`src/rtl/mac_sequencer_if.sv`:
```
// ---------------------------------------------------------------------------
// Module   : mac_sequencer_if
// Purpose  : Control, MAC and result-handshake signals of one neuron sequencer.
// Revision : 1.0 - initial release
// ---------------------------------------------------------------------------
`default_nettype none

interface mac_sequencer_if #(
  parameter int N  = 8,
  parameter int CW = 8
);
  logic                   start;
  logic [CW-1:0]          count;
  logic [N-1:0]           bias_in;
  logic                   rd_en;
  logic [CW-1:0]          rd_addr;
  logic                   mac_clk_en;
  logic                   mac_ctrl_rst;
  logic                   mac_use_bias;
  logic [N-1:0]           mac_bias;
  logic signed [3*N-4:0]  mac_sum;
  logic [N-1:0]           out_data;
  logic                   out_valid;
  logic                   out_ready;
  logic                   busy;

  modport master (
    input  start, count, bias_in, mac_sum, out_ready,
    output rd_en, rd_addr, mac_clk_en, mac_ctrl_rst, mac_use_bias, mac_bias,
           out_data, out_valid, busy
  );

  modport slave (
    output start, count, bias_in, mac_sum, out_ready,
    input  rd_en, rd_addr, mac_clk_en, mac_ctrl_rst, mac_use_bias, mac_bias,
           out_data, out_valid, busy
  );
endinterface

`default_nettype wire

```
`src/rtl/mac_sequencer.sv`:
```
// ---------------------------------------------------------------------------
// Module   : mac_sequencer
// Purpose  : Sequences K operand reads into a MAC, adds bias, applies
//            shift/ReLU/saturation and hands one activation downstream.
// Revision : 1.0 - initial release
// ---------------------------------------------------------------------------
`default_nettype none

module mac_sequencer #(
  parameter int N     = 8,
  parameter int CW    = 8,
  parameter int SHIFT = 0
) (
  input  wire logic         clk,
  input  wire logic         rst,
  mac_sequencer_if.master   bus
);

  localparam int SW = 3*N-3;
  localparam logic signed [SW-1:0] c_max = SW'((1 << (N-1)) - 1);

  typedef enum logic [2:0] {
    S_IDLE  = 3'd0,
    S_CLEAR = 3'd1,
    S_ACC   = 3'd2,
    S_BIAS  = 3'd3,
    S_OUT   = 3'd4
  } state_t;

  state_t                r_state;
  state_t                w_next;
  logic [CW-1:0]         r_count;
  logic [CW-1:0]         r_addr;
  logic [N-1:0]          r_bias;
  logic [N-1:0]          r_out;
  logic                  r_rd_d;
  logic                  w_rd_en;
  logic signed [SW-1:0]  w_shifted;
  logic [N-1:0]          w_act;

  // r_addr holds the next address to issue; ACC ends once it reaches K,
  // which is the cycle the product for K-1 arrives at the MAC.
  always_comb begin
    w_next  = r_state;
    w_rd_en = 1'b0;
    case (r_state)
      S_IDLE:  if (bus.start) w_next = S_CLEAR;
      S_CLEAR: begin
        w_rd_en = (r_count != '0);
        w_next  = (r_count != '0) ? S_ACC : S_BIAS;
      end
      S_ACC: begin
        w_rd_en = (r_addr != r_count);
        if (r_addr == r_count) w_next = S_BIAS;
      end
      S_BIAS:  w_next = S_OUT;
      S_OUT:   if (bus.out_ready) w_next = S_IDLE;
      default: w_next = S_IDLE;
    endcase
  end

  always_comb begin
    w_shifted = $signed(bus.mac_sum) >>> SHIFT;
    if (w_shifted < 0)
      w_act = '0;
    else if (w_shifted > c_max)
      w_act = c_max[N-1:0];
    else
      w_act = w_shifted[N-1:0];
  end

  always_ff @(posedge clk or posedge rst) begin
    if (rst) begin
      r_state <= S_IDLE;
      r_count <= '0;
      r_addr  <= '0;
      r_bias  <= '0;
      r_out   <= '0;
      r_rd_d  <= 1'b0;
    end else begin
      r_state <= w_next;
      r_rd_d  <= w_rd_en;
      if (r_state == S_IDLE && bus.start) begin
        r_count <= bus.count;
        r_bias  <= bus.bias_in;
        r_addr  <= '0;
      end else if (w_rd_en) begin
        r_addr  <= r_addr + 1'b1;
      end
      if (r_state == S_BIAS) r_out <= w_act;
    end
  end

  assign bus.rd_en        = w_rd_en;
  assign bus.rd_addr      = w_rd_en ? r_addr : '0;
  assign bus.mac_clk_en   = r_rd_d | (r_state == S_BIAS);
  assign bus.mac_ctrl_rst = (r_state == S_CLEAR);
  assign bus.mac_use_bias = (r_state == S_BIAS);
  assign bus.mac_bias     = r_bias;
  assign bus.out_data     = r_out;
  assign bus.out_valid    = (r_state == S_OUT);
  assign bus.busy         = (r_state != S_IDLE);

endmodule

`default_nettype wire
```
`src/flat_wrapper.sv`:
```
// flat-port wrapper written by rule: the top's interface ports become plain ports
module mac_sequencer_flat 
#(
  parameter int N     = 8,
  parameter int CW    = 8,
  parameter int SHIFT = 0
)
  (clk, rst, bus_start, bus_count, bus_bias_in, bus_mac_sum, bus_out_ready, bus_rd_en, bus_rd_addr, bus_mac_clk_en, bus_mac_ctrl_rst, bus_mac_use_bias, bus_mac_bias, bus_out_data, bus_out_valid, bus_busy);
  mac_sequencer_if #(.N(N), .CW(CW)) bus_i ();
  input  wire logic clk;
  input  wire logic rst;
  input wire logic [$bits(bus_i.start)-1:0] bus_start;
  input wire logic [$bits(bus_i.count)-1:0] bus_count;
  input wire logic [$bits(bus_i.bias_in)-1:0] bus_bias_in;
  input wire logic [$bits(bus_i.mac_sum)-1:0] bus_mac_sum;
  input wire logic [$bits(bus_i.out_ready)-1:0] bus_out_ready;
  output wire logic [$bits(bus_i.rd_en)-1:0] bus_rd_en;
  output wire logic [$bits(bus_i.rd_addr)-1:0] bus_rd_addr;
  output wire logic [$bits(bus_i.mac_clk_en)-1:0] bus_mac_clk_en;
  output wire logic [$bits(bus_i.mac_ctrl_rst)-1:0] bus_mac_ctrl_rst;
  output wire logic [$bits(bus_i.mac_use_bias)-1:0] bus_mac_use_bias;
  output wire logic [$bits(bus_i.mac_bias)-1:0] bus_mac_bias;
  output wire logic [$bits(bus_i.out_data)-1:0] bus_out_data;
  output wire logic [$bits(bus_i.out_valid)-1:0] bus_out_valid;
  output wire logic [$bits(bus_i.busy)-1:0] bus_busy;
  assign bus_i.start = bus_start;
  assign bus_i.count = bus_count;
  assign bus_i.bias_in = bus_bias_in;
  assign bus_i.mac_sum = bus_mac_sum;
  assign bus_i.out_ready = bus_out_ready;
  assign bus_rd_en = bus_i.rd_en;
  assign bus_rd_addr = bus_i.rd_addr;
  assign bus_mac_clk_en = bus_i.mac_clk_en;
  assign bus_mac_ctrl_rst = bus_i.mac_ctrl_rst;
  assign bus_mac_use_bias = bus_i.mac_use_bias;
  assign bus_mac_bias = bus_i.mac_bias;
  assign bus_out_data = bus_i.out_data;
  assign bus_out_valid = bus_i.out_valid;
  assign bus_busy = bus_i.busy;
  mac_sequencer #(.N(N), .CW(CW), .SHIFT(SHIFT)) u_core (.clk(clk), .rst(rst), .bus(bus_i));
endmodule
```
`config.mk`:
```
export PLATFORM = sky130hd
export DESIGN_NAME = mac_sequencer_flat
export DESIGN_NICKNAME = d
export VERILOG_FILES = /design/src/rtl/mac_sequencer_if.sv /design/src/rtl/mac_sequencer.sv /design/src/flat_wrapper.sv
export SDC_FILE = /design/constraint.sdc
export NUM_CORES = 1
export LEC_CHECK = 0
export CAP_MARGIN = 20
export CORE_MARGIN = 2
export CORE_UTILIZATION = 43
export CTS_CLUSTER_DIAMETER = 30
export DETAILED_ROUTE_END_ITERATION = 10
export HOLD_SLACK_MARGIN = 0.12
export MAX_ROUTING_LAYER = met4
export PLACE_DENSITY = 0.79
export SYNTH_ARGS = -nofsm -noshare
export SYNTH_HDL_FRONTEND = slang
export SYNTH_SLANG_ARGS = --single-unit
export TNS_END_PERCENT = 50
```
`constraint.sdc`:
```
create_clock -name clk -period 2.4 [get_ports clk]
set_clock_uncertainty 0.1 [all_clocks]
set_input_delay 0.36 -clock clk [delete_from_list [all_inputs] [get_ports clk]]
set_output_delay 0.36 -clock clk [all_outputs]
set_load 0.1 [all_outputs]
```
; ---- Word-level counts from Yosys, hierarchy flattened
; Index checks and enable logic that the tools add are counted.
; W data, S select, Z words.
[op_classes]
n_eq_ne = 9
n_reduce_logical = 6
add_sub_neg = 1
bitwise = 1
order_cmp = 2
n_mux = 11
[ops]
columns = operator, count
row1 = $mux W8, 5
row2 = $gt A21 B8 Y1 const B, 1
row3 = $lt A21 B1 Y1 const B, 1
row4 = $pmux W3 S5, 1
row5 = $mux W3, 3
row6 = $add A8 B1 Y8 const B, 1
row7 = $eq A8 B8 Y1, 1
row8 = $ne A8 B8 Y1, 1
row9 = $reduce_bool A8 Y1, 1
row10 = $eq A3 B2 Y1 const B, 2
row11 = $ne A2 B2 Y1 const B, 2
row12 = $eq A3 B1 Y1 const B, 1
row13 = $eq A3 B3 Y1 const B, 1
row14 = $logic_not A3 Y1, 1
row15 = $reduce_and A3 Y1, 1
row16 = $reduce_bool A3 Y1, 1
row17 = $ne A2 B1 Y1 const B, 1
row18 = $pmux W1 S2, 1
row19 = $reduce_bool A2 Y1, 1
row20 = $logic_and A1 B1 Y1, 1
row21 = $mux W1, 1
row22 = $or A1 B1 Y1, 1
[totals]
out_inout_bits = 30
regBits = 36
input_bits = 41
wordCells = 36

; ---- Depth between registers and ports, before layout
; Gate-level depths: netlist of run 1.
[logic_depth]
word_depth = 4
mapped_depth = 7
depth_no_buf = 5

; ---- Worst setup path after synthesis of run 1
; Ideal clock, no wire load.
[synth_timing]
kind = reg2out
from = register u_core.r_state[1]
to = output port bus_rd_addr[0]
slack_ns = -2.493
path_buffers = 0
stages_incl_launch_ff = 5
t_arrival_ns = 4.433
t_required_ns = 1.940
cell_sequence = dfrtp_1 nand2b_1 nor2_1 nand2_1 a21boi_0
[synth_via]
elab_chain_len = 3
word_cells_on_any_way = 4
classes_between = 2 x eq/ne / 2 x mux
[synth_rtl]
columns = element, line
row1 = "start, declared", mac_sequencer.sv:30  ; state_t r_state;
row2 = "start signal, assigned", mac_sequencer.sv:81  ; r_state <= w_next;
row3 = $eq A3 B1 Y1, --
row4 = named net bus_mac_ctrl_rst, flat_wrapper.sv:20  ; output wire logic [$bits(bus_i.mac_ctrl_rst)-1:0] bus_mac_ctrl_rst;
row5 = $pmux W1 S2, mac_sequencer.sv:46  ; case (r_state)
row6 = $mux W8, mac_sequencer.sv:95  ; assign bus.rd_addr = w_rd_en ? r_addr : '0;
row7 = "end, declared", flat_wrapper.sv:18  ; output wire logic [$bits(bus_i.rd_addr)-1:0] bus_rd_addr;
; The timed path passes the listed nets, and every way through them passes these cells.

; ---- Final worst setup path of run 1
[layout_timing]
from = register u_core.r_count[4]
to = output port bus_rd_addr[1]
[layout_via]
elab_chain_len = 3
word_cells_on_any_way = 4
classes_between = 1 x eq/ne / 2 x mux / 1 x reduce/logical
[layout_rtl]
columns = element, line
row1 = "start, declared", mac_sequencer.sv:32  ; logic [CW-1:0] r_count;
row2 = "start signal, assigned", mac_sequencer.sv:84  ; r_count <= bus.count;
row3 = $ne A8 B8 Y1 / $reduce_bool A8 Y1 (equally long branches), "mac_sequencer.sv:53, mac_sequencer.sv:49"
row4 = $pmux W1 S2 *, mac_sequencer.sv:46
row5 = $mux W8 *, mac_sequencer.sv:95
; Mark *: on every way between the ends. The rest lies on a longest branch, timed or not.

==> flow_metrics.py, run 1 <==
metrics = {
    "flow_run": {
        "drv_cap": 0,
    },
    "routing": {
        "detail-route-antenna-nets": 0,
        "route.detailed.wl_per_inst_um": 14.8,
        "routed_via_density": 5.11,
        "dr.pass1.iters": 4,
        "drt-total-wl_um": 4900,
        "dr_drc_count": 0,
        "drt-initial-drc-count": 134,
        "routed-via-count": 1695,
    },
    "placed_design": {
        "globalplace.congestion": 0.930,
        "port_buffers": 70,
        "dp_area_sq_um": 2710,
        "dp_hpwl_um": 3290,
        "placement_setup_slack_ps": 226,
    },
    "floorplan": {
        "die_w_um": 68.1,
        "floorplan.rows": 23,
        "num_io_pins": 71,
        "coreArea_sq_um": 3970,
        "initial_core_util_pct": 44.5,
        "die_y_um": 68.1,
        "die-area_sq_um": 4630,
    },
    "worst_setup_path": {
        "criticalPathCategory": "flip-flop to output pin",
        "setup.worst_path.start_class": "flip-flop",
        "critical_path_arrival_ps": 1940,
        "slowest_stage": "dfrtp_2",
        "cp.required_ps": 1940,
        "regToRegSetupSlack_ps": 450,
        "timing.critical_path.cells": "xor2_2 > nor4_2 > buf_4 > a211oi_4 > nor2_4 > buf_6 > nor2b_4 > buf_12",
        "endpoint_type_of_the_worst_setup_path": "output pin",
        "critical_path.max_fanout": 3,
        "cpPeakStageDelay_ps": 450,
    },
    "sta": {
        "final_critical_path_setup_slack_ps": -3.61,
        "final_period_minus_worst_setup_slack_ps": 2400,
        "hold_viol": 0,
        "report.final.setup_viol": 2,
        "holdWs_ps": 372,
        "worst_slew_margin_rel_pct": 69.1,
        "final_min_period_over_clock_period_pct": 100,
        "worst_slew_pin_slew_ps": 464,
        "final_max_slew_viol_count": 0,
        "fmax_mhz": 416,
        "grt_setup_unrepaired": "true",
    },
    "synthesis": {
        "yosys_warnings": 0,
        "async_reset_ff_share_pct": 100,
        "synth_top_area_cell": "dfrtp_1",
        "yosysSeqAreaShare_pct": 51.0,
        "netlist.area_leader.share_pct": 51.0,
        "synth.top_cells.by_area": "dfrtp_1, nand2_1, xor2_1",
        "synth-main-ff-cell": "dfrtp_1",
        "syn-cell-area_sq_um": 1770,
        "synth.distinct_cells": 33,
        "edff_count_synth": 0,
        "ys_ff_latch": 36,
        "syn-mean-instance-area_sq_um": 9.15,
        "synth_nets": 235,
        "post_synth_inst_count": 193,
    },
    "clock_tree": {
        "cts_buffer_depth": 2,
        "cts_root_buf": "clkbuf_8",
        "cts_hold_buf": 0,
        "clock_insertion_delay_worst_skew_ps": 290,
        "deepest_level_of_the_cts_h_tree": 2,
        "clock_slew_at_the_register_clock_pins_of_the_worst_setup_and_hold_paths_ps": 70,
        "cts_buffers": 5,
        "cts.sinks": 36,
        "cts_tree": "done",
    },
    "worst_hold_path": {
        "min_path_type": "input port to asynchronous set/reset pin",
    },
    "final_layout": {
        "layout-area-overhead-vs-synth_pct": 67.8,
        "final_nets": 323,
        "layout_cells_sized_above_1_pct": 30.5,
        "utilization_pct": 74.6,
        "antennaDiodeCount": 0,
        "postLayoutCellArea_sq_um": 2960,
    },
    "status": {
        "failed_checks": "setup timing",
        "status": "finished, violations left",
    },
    "global_routing": {
        "grtUsageTotal_pct": 23.2,
        "grt_pass1_wl_um": 7590,
        "grt_overflow_total": 0,
        "number_of_global_route_vias_before_repair": 1541,
        "grt_max_degree": 37,
        "grt_antenna_before_repair": 0,
    },
}
[layer usage]
layer,GRT usage [%],up-vias,wire [um]
met4,10.3,0,210
met2,36.2,64,2480
li1,-,816,-
met1,28.4,798,1950
met3,5.92,17,264
met5,-,-,0
[path summary, 6_finish.rpt]
kind                       cells past startpoint                                  to                          startpoint
max                                            8                      bus_rd_addr[1]       u_core.r_count[4]$_DFFE_PP0P_
min                                            3  u_core.bus.mac_bias[2]$_DFFE_PP0P_                                 rst
max reg2reg                                    7        u_core.r_addr[4]$_DFFE_PP0P_        u_core.r_addr[2]$_DFFE_PP0P_
min reg2reg                                    2  u_core.bus.mac_bias[2]$_DFFE_PP0P_  u_core.bus.mac_bias[2]$_DFFE_PP0P_
max in group asynchronous                      3        u_core.r_addr[2]$_DFFE_PP0P_                                 rst
min in group clk                               2  u_core.bus.mac_bias[2]$_DFFE_PP0P_  u_core.bus.mac_bias[2]$_DFFE_PP0P_
[critical path, delay by kind of cell, from the launching register on]
kind	cells	cell delay [ps]
buf+inv	3	460
simple gates	3	270
xor+xnor	1	170
flops	1	450
compound gates	1	280
[through the flow]
step           TNS (ps)  std cells
2_1_floorplan     -2900        193
3_3_place_gp          0        316
3_5_place_dp          0        316
4_1_cts            -183        329
5_1_grt            -571        332
6_report          -4.75        332
[layout by cell type, fill, tap and decap left out, drive strengths merged, types with 6 or more instances in the layout]
cell type,Yosys,layout
clkbuf,4,7
nor2b,7,7
nor4,6,6
xor2,8,8
mux2i,6,6
nand2,64,64
o31ai,7,7
clkdlybuf4s50,0,40
nor2,11,11
dfrtp,36,36
buf,4,49
[cell usage after synthesis (3+ instances only)]
library cell	n
nand2b_1	5
and2_1	3
nor2_1	10
nor3_1	5
nor4_1	4
o31ai_1	7
xor2_1	8
dfrtp_1	36
mux2i_1	6
nor2b_1	7
nand2_1	64
clkbuf_1	3
buf_2	3
inv_1	5
[registers in the layout, summed over array words and instances (netlist names)]
signal               flops
u_core.bus.out_data      8
u_core.r_state           3
u_core.r_count           8
u_core.r_rd_d            1
u_core.r_addr            8
u_core.bus.mac_bias      8
[cells by family (layout without fill, tap and decap cells)]
logic type | Yosys count | count (layout) | synth area share [%]
multiplexers | 6 | 6 | 3.40
buffers and inverters | 13 | 102 | 3.05
flip-flops | 36 | 36 | 51.0
adder cells (fa/ha/maj) | 1 | 1 | 0.709
AO/OA/AOI/OAI | 21 | 21 | 9.36
AND/OR/NAND/NOR | 108 | 108 | 28.5
XOR/XNOR | 8 | 8 | 3.97
[area by class of cell]
cell class	instances	area [sq um]
inverter	5	18.8
sequential	36	910
multi-input combinational	144	960
timing repair buffer	89	926
fill	272	1010
tap	50	62.6
clock buffer	7	76.3
clock inverter	1	8.76
[what timing repair did]
item / CTS / global route
gates resized for setup: 15 / 10
endpoints found under the hold margin: 0 / 0
buffers inserted: 5 / 3
pin swaps: 9 / 5
endpoints found under the setup margin: 7 / 9
Power of run 1 is left out: the tool's default activity adds up to more than one toggle a clock period on the data nets, which glitch-free logic cannot reach.
==> inputs of run 2 (changes only) <==
--- a/config.mk
+++ b/config.mk
@@ -6,7 +6,6 @@
 export NUM_CORES = 1
 export LEC_CHECK = 0
 export CAP_MARGIN = 20
-export CORE_MARGIN = 2
 export CORE_UTILIZATION = 43
 export CTS_CLUSTER_DIAMETER = 30
 export DETAILED_ROUTE_END_ITERATION = 10
==> constraint.sdc (replaced) <==
create_clock -name clk -period 2.4 [get_ports clk]
set_clock_uncertainty 0.1 [all_clocks]
set_input_delay 0.48 -clock clk [delete_from_list [all_inputs] [get_ports clk]]
set_output_delay 0.48 -clock clk [all_outputs]
set_load 0.1 [all_outputs]
==> flow_metrics.py, run 2 (synthesis results as in run 1) <==
metrics = {
    "status": {
        "status": "finished, violations left",
        "failed_checks": "setup timing",
    },
    "floorplan": {
        "die-area_sq_um": 4370,
        "die_y_um": 66.1,
        "initial_core_util_pct": 46.5,
        "coreArea_sq_um": 3800,
        "floorplan.rows": 22,
        "num_io_pins": 71,
        "die_w_um": 66.1,
    },
    "final_layout": {
        "layout_cells_sized_above_1_pct": 26.0,
        "final_nets": 322,
        "final_cell_mix": "nand2_1, clkdlybuf4s50_1, dfrtp_1",
        "filler_cell_count": 275,
        "antennaDiodeCount": 0,
        "stdcell_count": 329,
        "layout-area-overhead-vs-synth_pct": 66.1,
        "layout_commonest_cell": "nand2_1",
    },
    "worst_setup_path": {
        "setup.worst_path.start_class": "flip-flop",
        "critical_path_arrival_ps": 1960,
        "worstSetupStartpoint": "u_core.r_count[0]$_DFFE_PP0P_",
        "critical_path.max_fanout": 4,
        "worstReg2RegStart": "u_core.r_count[0]$_DFFE_PP0P_",
        "endpoint_type_of_the_worst_setup_path": "output pin",
        "cp.required_ps": 1820,
        "criticalPathCategory": "flip-flop to output pin",
    },
    "global_routing": {
        "grt_max_degree": 37,
        "grt_antenna_before_repair": 0,
        "number_of_global_route_vias_before_repair": 1618,
        "grt_pass1_wl_um": 7640,
        "grtUsageTotal_pct": 24.4,
        "grt_overflow_total": 0,
    },
    "sta": {
        "fmax_mhz": 394,
        "final_critical_path_setup_slack_ps": -137,
        "worst_slew_pin_slew_ps": 441,
        "worst_slew_margin_rel_pct": 70.6,
        "report.final.setup_viol": 9,
        "holdWs_ps": 381,
        "final_period_minus_worst_setup_slack_ps": 2540,
        "final_max_slew_viol_count": 0,
        "final_min_period_over_clock_period_pct": 106,
        "hold_viol": 0,
        "grt_setup_unrepaired": "true",
    },
    "routing": {
        "wl_met1_um": 2000,
        "top_layer_used": "met4",
        "dr_drc_count": 0,
        "routed_via_density": 4.99,
        "dr.pass1.iters": 4,
        "route.detailed.wl_per_inst_um": 13.8,
        "detail-route-antenna-nets": 0,
        "routed-via-count": 1643,
        "drt-total-wl_um": 4550,
        "met2_length_um": 2300,
        "met3RoutedLength_um": 134,
        "drt-initial-drc-count": 97,
    },
    "flow_run": {
        "drv_cap": 0,
    },
    "placed_design": {
        "port_buffers": 70,
        "dp_hpwl_um": 3450,
        "globalplace.congestion": 0.817,
        "place_inst": 319,
    },
    "clock_tree": {
        "clock_insertion_delay_worst_skew_ps": 290,
        "cts_hold_buf": 0,
        "deepest_level_of_the_cts_h_tree": 2,
        "cts.sinks": 36,
        "cts_buffers": 5,
        "cts_root_buf": "clkbuf_8",
        "clock_slew_at_the_register_clock_pins_of_the_worst_setup_and_hold_paths_ps": 70,
        "cts_tree": "done",
        "cts_buffer_depth": 2,
    },
    "worst_hold_path": {
        "min_path_type": "flip-flop to flip-flop",
        "hp-start": "u_core.bus.mac_bias[0]$_DFFE_PP0P_",
    },
}
[run 2: changes by cell type in the layout (fill, tap and decap cells not counted)]
cell        previous run  this run
nor4_1                 2         3
clkinvlp_4             0         1
and2_4                 1         0
clkbuf_8               5         6
clkinv_4               1         0
buf_4                 35        32
clkbuf_1               2         1
xor2_2                 6         1
and2_1                 2         3
buf_12                12        14
xor2_1                 2         7
dfrtp_1               29        35
nor4_2                 4         3
dfrtp_2                7         1
[run 2: cell type report]
| type | instances | area [sq um] | share of cell area (%) |
|---|---|---|---|
| inverter | 5 | 18.8 | 0.640 |
| timing repair buffer | 88 | 943 | 32.2 |
| clock inverter | 1 | 7.51 | 0.256 |
| tap | 48 | 60.1 | 2.05 |
| sequential | 36 | 902 | 30.8 |
| multi-input combinational | 144 | 913 | 31.2 |
| clock buffer | 7 | 86.3 | 2.94 |
[run 2: timing repair]
item,4_1_cts,5_1_grt
pin swaps,6,1
cloned,0,0
buffers inserted,2,1
hold endpoints to repair,0,0
gates resized for setup,8,3
setup endpoints to repair,9,9
[run 2: worst max-delay path: stages (launching register included)]
cell and delay (ps):
dfrtp_1 400, xor2_1 190, nor4_2 420, a211oi_4 130
nor2_4 150, buf_6 160, nor2b_4 50, buf_12 160
[run 2: routing by layer]
metal | vias to the layer above | track usage [%]
li1 | 814 | -
met1 | 780 | 30.6
met2 | 36 | 37.8
met3 | 13 | 6.38
met4 | 0 | 9.31
met5 | - | -
[run 2: final timing paths]
check                                                      to  slack [ps]  cells after the start
setup reg to reg                 u_core.r_addr[4]$_DFFE_PP0P_         450                      6
max in group asynchronous       u_core.r_count[5]$_DFFE_PP0P_        1370                      3
min in group asynchronous             u_core.r_rd_d$_DFF_PP0_         500                      3
setup / recovery                               bus_rd_addr[3]        -140                      7
hold reg to reg            u_core.bus.mac_bias[0]$_DFFE_PP0P_         380                      2
hold / removal             u_core.bus.mac_bias[0]$_DFFE_PP0P_         380                      2
[run 2: per-stage QoR]
stage	cell area (sq um)	utilization, %	setup TNS [ps]	setup WS [ps]
CTS	2910	76.6	-895	-120
floorplan	1830	-	-3980	-536
detailed placement	2770	72.9	0	164
finish	2930	77.2	-1020	-137
global route	2930	77.2	-1670	-212
global placement	2770	72.9	0	220
Power of run 2 is left out for the same reason.
